`config.mk`:
```
export PLATFORM = sky130hd
export DESIGN_NAME = ccff_chain_reader
export DESIGN_NICKNAME = d
export VERILOG_FILES = /design/src/rtl/ccff_pkg.sv /design/src/rtl/ccff_word_packer.sv /design/src/rtl/ccff_chain_reader.sv
export SDC_FILE = /design/constraint.sdc
export NUM_CORES = 1
export LEC_CHECK = 0
export ABC_AREA = 1
export CORE_AREA = 4 4 94 96
export DETAILED_ROUTE_END_ITERATION = 8
export DIE_AREA = 0 0 98 100
export PLACE_DENSITY = 0.49
export SYNTH_ARGS = -nofsm -noshare
export SYNTH_HDL_FRONTEND = slang
export SYNTH_HIERARCHICAL = 1
export SYNTH_SLANG_ARGS = --single-unit
```
`constraint.sdc`:
```
create_clock -name prog_clk -period 1.9 [get_ports prog_clk]
set_input_delay 0.285 -clock prog_clk [delete_from_list [all_inputs] [get_ports prog_clk]]
set_output_delay 0.285 -clock prog_clk [all_outputs]
set_load 0.01 [all_outputs]
```
`src/rtl/ccff_pkg.sv`:
```
// Shared types and sizing helpers for the configuration-chain readback path.
package ccff_pkg;

   typedef enum logic [1:0] {
      IDLE  = 2'd0,
      SHIFT = 2'd1,
      DRAIN = 2'd2
   } ccff_state_e;

   // Number of output words needed to carry chain_len bits.
   function automatic int calc_word_count(input int chain_len, input int word_width);
      return (chain_len + word_width - 1) / word_width;
   endfunction

   // Number of meaningful bits in the final (possibly partial) word.
   function automatic int last_word_bits(input int chain_len, input int word_width);
      return chain_len - (calc_word_count(chain_len, word_width) - 1) * word_width;
   endfunction

   localparam int DEF_CHAIN_LEN  = 64;
   localparam int DEF_WORD_WIDTH = 8;
   localparam int DEF_WORD_COUNT = calc_word_count(DEF_CHAIN_LEN, DEF_WORD_WIDTH);

endpackage

```
`src/rtl/ccff_word_packer.sv`:
```
// Packs serial chain bits LSB-first into a word; presents the word including
// the bit being captured this cycle so the top can load it at the same edge.
module ccff_word_packer
   import ccff_pkg::*;
#(
   parameter int WORD_WIDTH = DEF_WORD_WIDTH
) (
   input  logic                  clk,
   input  logic                  rst,
   input  logic                  clear,
   input  logic                  capture,
   input  logic                  flush,
   input  logic                  bit_in,
   output logic [WORD_WIDTH-1:0] word_out,
   output logic                  word_full
);

   localparam int IDX_W = (WORD_WIDTH > 1) ? $clog2(WORD_WIDTH) : 1;

   logic [IDX_W-1:0]      idx_q, idx_d;
   logic [WORD_WIDTH-1:0] pack_q, pack_d;

   // Current pack contents with the incoming bit merged at its slot.
   always_comb begin
      word_out        = pack_q;
      word_out[idx_q] = bit_in;
      word_full       = (idx_q == IDX_W'(WORD_WIDTH - 1));
   end

   // Next pack/index: clear on a new readback or after a word is handed off.
   always_comb begin
      pack_d = pack_q;
      idx_d  = idx_q;
      if (clear) begin
         pack_d = '0;
         idx_d  = '0;
      end else if (capture) begin
         if (word_full || flush) begin
            pack_d = '0;
            idx_d  = '0;
         end else begin
            pack_d = word_out;
            idx_d  = idx_q + IDX_W'(1);
         end
      end
   end

   // Pack register and bit index.
   always_ff @(posedge clk) begin
      if (rst) begin
         pack_q <= '0;
         idx_q  <= '0;
      end else begin
         pack_q <= pack_d;
         idx_q  <= idx_d;
      end
   end

endmodule

```
`src/rtl/ccff_chain_reader.sv`:
```
// Readback end of the ccff chain: shifts the chain, packs tail bits into words
// and hands them out over a valid/ready port.
//
// Handshake: word_data/word_last are held stable while word_valid is high and
// word_ready is low; a word transfers on an edge where word_valid && word_ready.
// A new word may load on the same edge as a transfer (word_valid stays high).
module ccff_chain_reader
   import ccff_pkg::*;
#(
   parameter int CHAIN_LEN  = DEF_CHAIN_LEN,
   parameter int WORD_WIDTH = DEF_WORD_WIDTH,
   parameter int CNT_WIDTH  = $clog2(CHAIN_LEN + 1)
) (
   input  logic                  prog_clk,
   input  logic                  pReset,
   input  logic                  start,
   input  logic                  ccff_tail,
   output logic                  ccff_shift_en,
   output logic [WORD_WIDTH-1:0] word_data,
   output logic                  word_valid,
   input  logic                  word_ready,
   output logic                  word_last,
   output logic                  busy,
   output logic                  done,
   output ccff_state_e           dbg_state
);

   localparam int WORD_COUNT = calc_word_count(CHAIN_LEN, WORD_WIDTH);
   localparam int WCNT_W     = $clog2(WORD_COUNT + 1);

   ccff_state_e           state_q, state_d;
   logic [CNT_WIDTH-1:0]  bitcnt_q, bitcnt_d;
   logic [WCNT_W-1:0]     word_cnt_q, word_cnt_d;
   logic [WORD_WIDTH-1:0] word_data_q, word_data_d;
   logic                  word_valid_q, word_valid_d;
   logic                  word_last_q, word_last_d;
   logic                  done_q, done_d;

   logic                  capture, handshake, last_bit, load, pk_clear, pk_full;
   logic [WORD_WIDTH-1:0] pk_word;

   // Shift gating, handshake and word-completion decode.
   always_comb begin
      ccff_shift_en = !pReset && (state_q == SHIFT) && (!word_valid_q || word_ready);
      capture       = ccff_shift_en;
      handshake     = word_valid_q && word_ready;
      last_bit      = (bitcnt_q == CNT_WIDTH'(CHAIN_LEN - 1));
      load          = capture && (pk_full || last_bit);
      pk_clear      = (state_q == IDLE) && start;
   end

   ccff_word_packer #(
      .WORD_WIDTH (WORD_WIDTH)
   ) u_packer (
      .clk       (prog_clk),
      .rst       (pReset),
      .clear     (pk_clear),
      .capture   (capture),
      .flush     (last_bit),
      .bit_in    (ccff_tail),
      .word_out  (pk_word),
      .word_full (pk_full)
   );

   // Next-state and output-register logic for the readback FSM.
   always_comb begin
      state_d      = state_q;
      bitcnt_d     = bitcnt_q;
      word_cnt_d   = word_cnt_q;
      word_data_d  = word_data_q;
      word_valid_d = word_valid_q;
      word_last_d  = word_last_q;
      done_d       = 1'b0;
      case (state_q)
         IDLE: begin
            if (start) begin
               state_d    = SHIFT;
               bitcnt_d   = '0;
               word_cnt_d = '0;
            end
         end
         SHIFT: begin
            if (handshake) word_valid_d = 1'b0;
            if (capture) bitcnt_d = bitcnt_q + CNT_WIDTH'(1);
            if (load) begin
               word_data_d  = pk_word;
               word_valid_d = 1'b1;
               word_cnt_d   = word_cnt_q + WCNT_W'(1);
               if (word_cnt_q == WCNT_W'(WORD_COUNT - 1)) word_last_d = 1'b1;
            end
            if (capture && last_bit) state_d = DRAIN;
         end
         DRAIN: begin
            if (handshake) begin
               word_valid_d = 1'b0;
               word_last_d  = 1'b0;
               done_d       = 1'b1;
               state_d      = IDLE;
            end
         end
         default: state_d = IDLE;
      endcase
   end

   // State, counters and output registers.
   always_ff @(posedge prog_clk) begin
      if (pReset) begin
         state_q      <= IDLE;
         bitcnt_q     <= '0;
         word_cnt_q   <= '0;
         word_data_q  <= '0;
         word_valid_q <= 1'b0;
         word_last_q  <= 1'b0;
         done_q       <= 1'b0;
      end else begin
         state_q      <= state_d;
         bitcnt_q     <= bitcnt_d;
         word_cnt_q   <= word_cnt_d;
         word_data_q  <= word_data_d;
         word_valid_q <= word_valid_d;
         word_last_q  <= word_last_d;
         done_q       <= done_d;
      end
   end

   // Output mapping.
   always_comb begin
      word_data  = word_data_q;
      word_valid = word_valid_q;
      word_last  = word_last_q;
      done       = done_q;
      busy       = (state_q != IDLE);
      dbg_state  = state_q;
   end

endmodule

```
==> metrics, run 1 <==
highest clock rate=roughly 600 MHz; clock tree buffer depth=2; aggregate routed wire length=between 4000 and 5000 um; most frequently used flop master after synthesis=dfxtp_1; Post-synth EDFFs=0; CTS tree=yes; async set-reset flop share out of synthesis=0%; Levels on crit path=5; crit path cell chain=inv_1 > ha_2 > nand2_2 > nor2_4 > dlygate4sd2_1; die area=approximately 9800 sq um; vias=~1,800; core outline area=~8100 sq um; sequential fraction of design power=approximately 37%; IR Drop Worst-Case VDD=roughly 340 uV; cts hold-fix bufs=0; maximum number of pins on one net before global-route repair=17; unrepaired setup endpoints after global routing=false; Syn Nets=roughly 290; final critical path time including I/O delays and setup=~1.7 ns; Setup TNS=0 ns; Area Overhead vs Synth=25.3%; proportion of synthesized chip area in sequential cells=a little over a third; number of global-route vias before repair=around 1,700; area of the mapped netlist=between 1500 and 2000 sq um; R2R Path Start=bitcnt_q[0]$_SDFFE_PP0P_; number of sinks on the clock net=35; startpoint kind of the worst setup timing path=register; clock edge transition at the registers on the reported setup and hold paths=~0.070 ns; synthesized area divided by synthesized cell count=~7.2 sq um; Post-route DRC=0; power density of the placed cells=roughly 960 nW/um^2; DRC marker count from the first detailed-route iteration=around 100; H-tree levels=2; required time at the endpoint of the critical path=roughly 1.6 ns; actual transition at the worst max-transition pin=roughly 0.26 ns; worst-case headroom to the max-slew limit=between 80% and 90%; total congestion overflow after global routing=0; number of synthesized register bits=35; Slew Viols, Final=0; share of the clock period used by the worst path after layout=around nine tenths; Max Clock Skew=0.0102 ns; cts bufs inserted=5; starting density of the core=24.5%; total setup violations reported at the end of the flow=0; layout cells sized above 1=between 10% and 20%; Tot Pwr=2.37 mW; number of hold violations in the final report=0; final-stage net count=323; Setup CP Type=reg2out; number of distinct library cells after synthesis=31; worst-path fanout max=4; clock group share of total power=approximately 22%; final routed wire length divided by cell count=11.5 um; hpwl dp=approximately 3400 um; endpoint class of the critical path=primary output; number of placed I/O pins=20; CP bufs+invs=2; insertion delay of the later-clocked pin in the worst-skew pair=just under 0.3 ns; Slowest Stage Delay on Critical Path=~0.31 ns; startpoint of the worst hold path=u_packer/pack_q[2]$_SDFFE_PP0P_; Power Internal=about 1.5 mW; Initial DRT Pass Iterations=4; Die W=a little under 100 um; Via density=~4.4; number of instances on the worst hold path=2; GRT Total Usage=10.1%; Switching Power=approximately 0.9 mW; Final Wtd Congestion=0.727; clk root buf=clkbuf_8; max-cap violations=0; slowest stage cell on the critical path=dfxtp_1; antenna fix cells=0; kind of cell adding the most delay to the critical path=buffers and inverters; type of the worst min-delay path=reg2reg; cell row count=33; number of antenna violations at the first check in global routing=0; number of gates resized after CTS=3; count of buffers added by post-CTS timing repair for setup=0; count of warnings emitted by yosys=6; floorplan die height=100 um; cell count after synthesis=around 280; IO Port Bufs=19; Critical Path Source=dbg_state[1]$_SDFFE_PP0P_; worst path arrival time=roughly 1.4 ns; global-route wire length before repair=between 8000 and 9000 um; antenna-violating nets left=0; Sw Ratio=a little under two fifths; total leakage power=~0.95 nW; Gate power share=between 40 and 50%; R2R cell count=8; outcome=completed
state kept, by name (all words and copies together) (netlist names), 2 cells and up:
name,count
dbg_state,2
word_cnt_q,4
word_data,8
u_packer/idx_q,3
u_packer/pack_q,8
bitcnt_q,7
per-layer routing:
layer  vias to the layer above  track usage [%]  part of all wire, %
li1                        966                -                    -
met1                       842             13.1                   50
met2                        21             16.8                   47
met3                         2             2.85                  3.4
met4                         0             2.24                 0.38
met5                         -                0                    0
worst min-delay path, cell delays in order, from the launching register on:
cell and delay, ns:
dfxtp_1 0.31, nand2_1 0.06, a21oi_1 0.05
through the flow:
stage               hold WS [ns]  setup WS, ns  area (sq um)  std cells  utilization (%)
floorplan                  0.434         0.314          1970        275                -
global placement           0.448        0.0361          2380        407             29.6
detailed placement         0.455        0.0313          2380        407             29.6
CTS                        0.467        0.0504          2470        415             30.6
global route               0.487        0.0770          2470        415             30.7
finish                     0.464         0.189          2470        415             30.7
cell usage after synthesis (2+ instances only):
| cell type | n | area (sq um) |
|---|---|---|
| nand2_2 | 4 | 25.0 |
| buf_4 | 3 | 22.5 |
| nand2_1 | 61 | 229 |
| or2_2 | 2 | 12.5 |
| nand2_4 | 3 | 33.8 |
| a21oi_1 | 32 | 160 |
| o21ai_0 | 6 | 30.0 |
| ha_1 | 9 | 113 |
| inv_2 | 4 | 15.0 |
| inv_1 | 24 | 90.1 |
| nand3_1 | 39 | 195 |
| nor2_1 | 17 | 63.8 |
| buf_6 | 4 | 45.0 |
| nand4_1 | 9 | 56.3 |
| dfxtp_1 | 35 | 701 |
| and2_1 | 8 | 50.1 |
layout by cell type, fill, tap and decap left out, types with 2 or more instances in the layout:
| cell | instances |
|---|---|
| nand2_1 | 61 |
| nand3_1 | 39 |
| dfxtp_1 | 35 |
| a21oi_1 | 32 |
| inv_1 | 24 |
| nor2_1 | 17 |
| clkdlybuf4s50_1 | 17 |
| buf_4 | 14 |
| nand4_1 | 9 |
| and2_1 | 8 |
| ha_1 | 7 |
| o21ai_0 | 6 |
| clkbuf_8 | 5 |
| nand2_2 | 4 |
| inv_2 | 4 |
| nand2_4 | 3 |
| buf_12 | 3 |
| or2_2 | 2 |
| ha_2 | 2 |
| clkbuf_1 | 2 |
power by group through the flow:
stage	clock, mW	sequential, mW	combinational (mW)
CTS	0.561	0.867	0.992
floorplan	0	0.892	0.622
detailed placement	0	0.883	0.983
finish	0.530	0.868	0.978
global route	0.574	0.880	1.10
global placement	0	0.884	0.974
cells by family (layout without fill, tap and decap cells):
| group | count (synthesis) | after routing | share of synthesized area (%) |
|---|---|---|---|
| compound gates | 42 | 42 | 11.9 |
| xor+xnor | 1 | 1 | 0.445 |
| fa+ha+maj | 9 | 9 | 5.71 |
| buf+inv | 40 | 75 | 10.2 |
| flops | 35 | 35 | 35.6 |
| simple gates | 148 | 148 | 36.3 |
path summary, 6_finish.rpt:
path,to,slack (ns)
max reg2reg,word_data[3]$_SDFFE_PP0P_,0.23
max,ccff_shift_en,0.19
min,u_packer/pack_q[2]$_SDFFE_PP0P_,0.46
min reg2reg,u_packer/pack_q[2]$_SDFFE_PP0P_,0.46
cell type report:
| cell class | instances | area (sq um) |
|---|---|---|
| clock buffers | 7 | 76.3 |
| clock inverters | 1 | 5.00 |
| fillers | 885 | 5580 |
| inverters | 31 | 124 |
| multi-input cells | 200 | 1070 |
| flip-flops and latches | 35 | 701 |
| well taps | 105 | 131 |
| repair buffers | 36 | 357 |
Note: power is estimated with default switching activity, not from simulation.
==> inputs of run 2 (changes only) <==
--- a/config.mk
+++ b/config.mk
@@ -6,10 +6,10 @@
 export NUM_CORES = 1
 export LEC_CHECK = 0
 export ABC_AREA = 1
-export CORE_AREA = 4 4 94 96
+export CORE_AREA = 4 4 65 67
 export DETAILED_ROUTE_END_ITERATION = 8
-export DIE_AREA = 0 0 98 100
-export PLACE_DENSITY = 0.49
+export DIE_AREA = 0 0 69 71
+export PLACE_DENSITY = 0.84
 export SYNTH_ARGS = -nofsm -noshare
 export SYNTH_HDL_FRONTEND = slang
 export SYNTH_HIERARCHICAL = 1
==> metrics, run 2 (synthesis results as in run 1) <==
outcome=completed; final-stage net count=319 (-1.2%); Die W=69 um (-30%); layout cells sized above 1=14.8% (-0.41 points); global-route wire length before repair=7550 um (-6.9%); number of filler instances in the final layout=328 (-63%); Setup CP Type=reg2out; floorplan die height=71 um (-29%); unrepaired setup endpoints after global routing=false; core outline area=3630 sq um (-55%); power density of the placed cells=987 nW/um^2 (+2.6%); clk root buf=clkbuf_8; most used cells in the layout excluding fill and tap cells=nand2_1, nand3_1, dfxtp_1, a21oi_1, inv_1; final cell area excluding filler cells=2340 sq um (-5.4%); Tot Pwr=2.31 mW (-2.9%); Initial DRT Pass Iterations=4 (unchanged); Multi-input gate area=1070 sq um (-0.23%); Via density=5.17 (+17%); Setup TNS=0 ns (unchanged); clock edge transition at the registers on the reported setup and hold paths=0.07 ns (about the same); actual transition at the worst max-transition pin=0.442 ns (+0.180 ns); starting density of the core=54.2% (+30 points); final routed wire length divided by cell count=11.8 um (+2.3%); count of buffers added by post-CTS timing repair for setup=0 (unchanged); leading cell type in the layout, fill and taps excluded=nand2_1; Post-route DRC=0 (unchanged); setup slack, reg-to-reg=0.18 ns (-0.05 ns); total leakage power=0.921 nW (-2.8%); cts bufs inserted=5 (unchanged); GRT Total Usage=18.7% (+8.6 points); share of the clock period used by the worst path after layout=91.9% (+1.8 points); placed cell area=2240 sq um (-5.8%); startpoint kind of the worst setup timing path=register; number of hold violations in the final report=0 (unchanged); H-tree levels=2 (unchanged); IO Port Bufs=19 (unchanged); maximum number of pins on one net before global-route repair=17 (unchanged); worst path arrival time=1.46 ns (+0.03 ns); Slew Viols, Final=0 (unchanged); worst hold slack across all endpoints=0.464 ns (+0.000446 ns); Critical Path Source=dbg_state[1]$_SDFFE_PP0P_; hpwl dp=3070 um (-10%); vias=1,825 (-0.33%); startpoint of the worst hold path=u_packer/pack_q[6]$_SDFFE_PP0P_; worst-case headroom to the max-slew limit=70.4% (-12 points); antenna fix cells=0 (unchanged); die area=4900 sq um (-50%); highest clock rate=573 MHz (-2.0%); IR Drop Worst-Case VDD=376 uV (+10%); flip-flop and latch area=703 sq um (+0.36%); total setup violations reported at the end of the flow=0 (unchanged); type of the worst min-delay path=reg2reg; number of sinks on the clock net=35 (unchanged); total congestion overflow after global routing=0 (unchanged); final critical path time including I/O delays and setup=1.75 ns (+0.0344 ns); Final Wtd Congestion=0.842 (+16%); max-cap violations=0 (unchanged); Max Clock Skew=0.00605 ns (-0.00419 ns); aggregate routed wire length=4160 um (-13%); worst-path fanout max=4 (unchanged); R2R Path Start=dbg_state[1]$_SDFFE_PP0P_; antenna-violating nets left=0 (unchanged); number of global-route vias before repair=1,785 (+2.6%); clock tree buffer depth=2 (unchanged); CTS tree=yes; DRC marker count from the first detailed-route iteration=81 (-18%); number of antenna violations at the first check in global routing=0 (unchanged); number of placed I/O pins=20 (unchanged); Area Overhead vs Synth=18.5%; endpoint class of the critical path=primary output; non-filler cells, final=353 (-15%); required time at the endpoint of the critical path=1.62 ns (about the same); insertion delay of the later-clocked pin in the worst-skew pair=0.28 ns (about the same); cell total after placement=346 (-15%); cell row count=22 (-33%)
==> run 2: cell types whose count changed in the layout (fill, tap and decap cells not counted), sizes merged <==
cell	before	now
buf	17	13
clkbuf	7	6
==> run 2: through the flow <==
stage               util (%)  setup WS [ns]
floorplan                  -          0.314
global placement        61.7       -0.00589
detailed placement      61.7        0.00371
CTS                     64.2         0.0279
global route            64.3         0.0442
finish                  64.3          0.154
==> run 2: worst paths after layout <==
check | cells past startpoint | to
max | 5 | ccff_shift_en
min reg2reg | 2 | u_packer/pack_q[6]$_SDFFE_PP0P_
min | 2 | u_packer/pack_q[6]$_SDFFE_PP0P_
max reg2reg | 8 | u_packer/pack_q[7]$_SDFFE_PP0P_
==> run 2: per-layer routing <==
layer  routed length [um]  global-route usage (%)  share of wire [%]  vias to the layer above
li1                     -                       -                  -                      958
met5                    0                       0                  0                        -
met3                  144                    5.11                3.5                       12
met1                 1920                    21.1                 46                      827
met4                  119                    9.11                2.9                        0
met2                 1980                    32.5                 48                       28
==> run 2: report_power, final <==
group          switching [mW]  internal [mW]  leakage, nW
clock network           0.250          0.284       0.0470
logic                   0.533          0.355        0.590
registers              0.0738          0.809        0.284
total                   0.857           1.45        0.921
==> run 2: worst max-delay path, cell delays in order, from the launching register on <==
cell and delay (ns):
dfxtp_2 0.34, inv_1 0.12, ha_1 0.21, nand2_2 0.08, nor2_4 0.14, dlygate4sd2_1 0.28
==> run 2: final cells by class <==
cell class                 count  area share (%)
tap                           48            2.57
inverter                      31            5.30
sequential                    35            30.1
clock inverter                 1           0.214
multi-input combinational    200            45.9
clock buffer                   6            3.54
timing repair buffer          32            12.4
==> run 2: repair_timing <==
item | CTS | global route
endpoints found under the setup margin | 2 | 1
resized for setup | 4 | 1
pin swaps | 0 | 0
hold buffers | 0 | 0
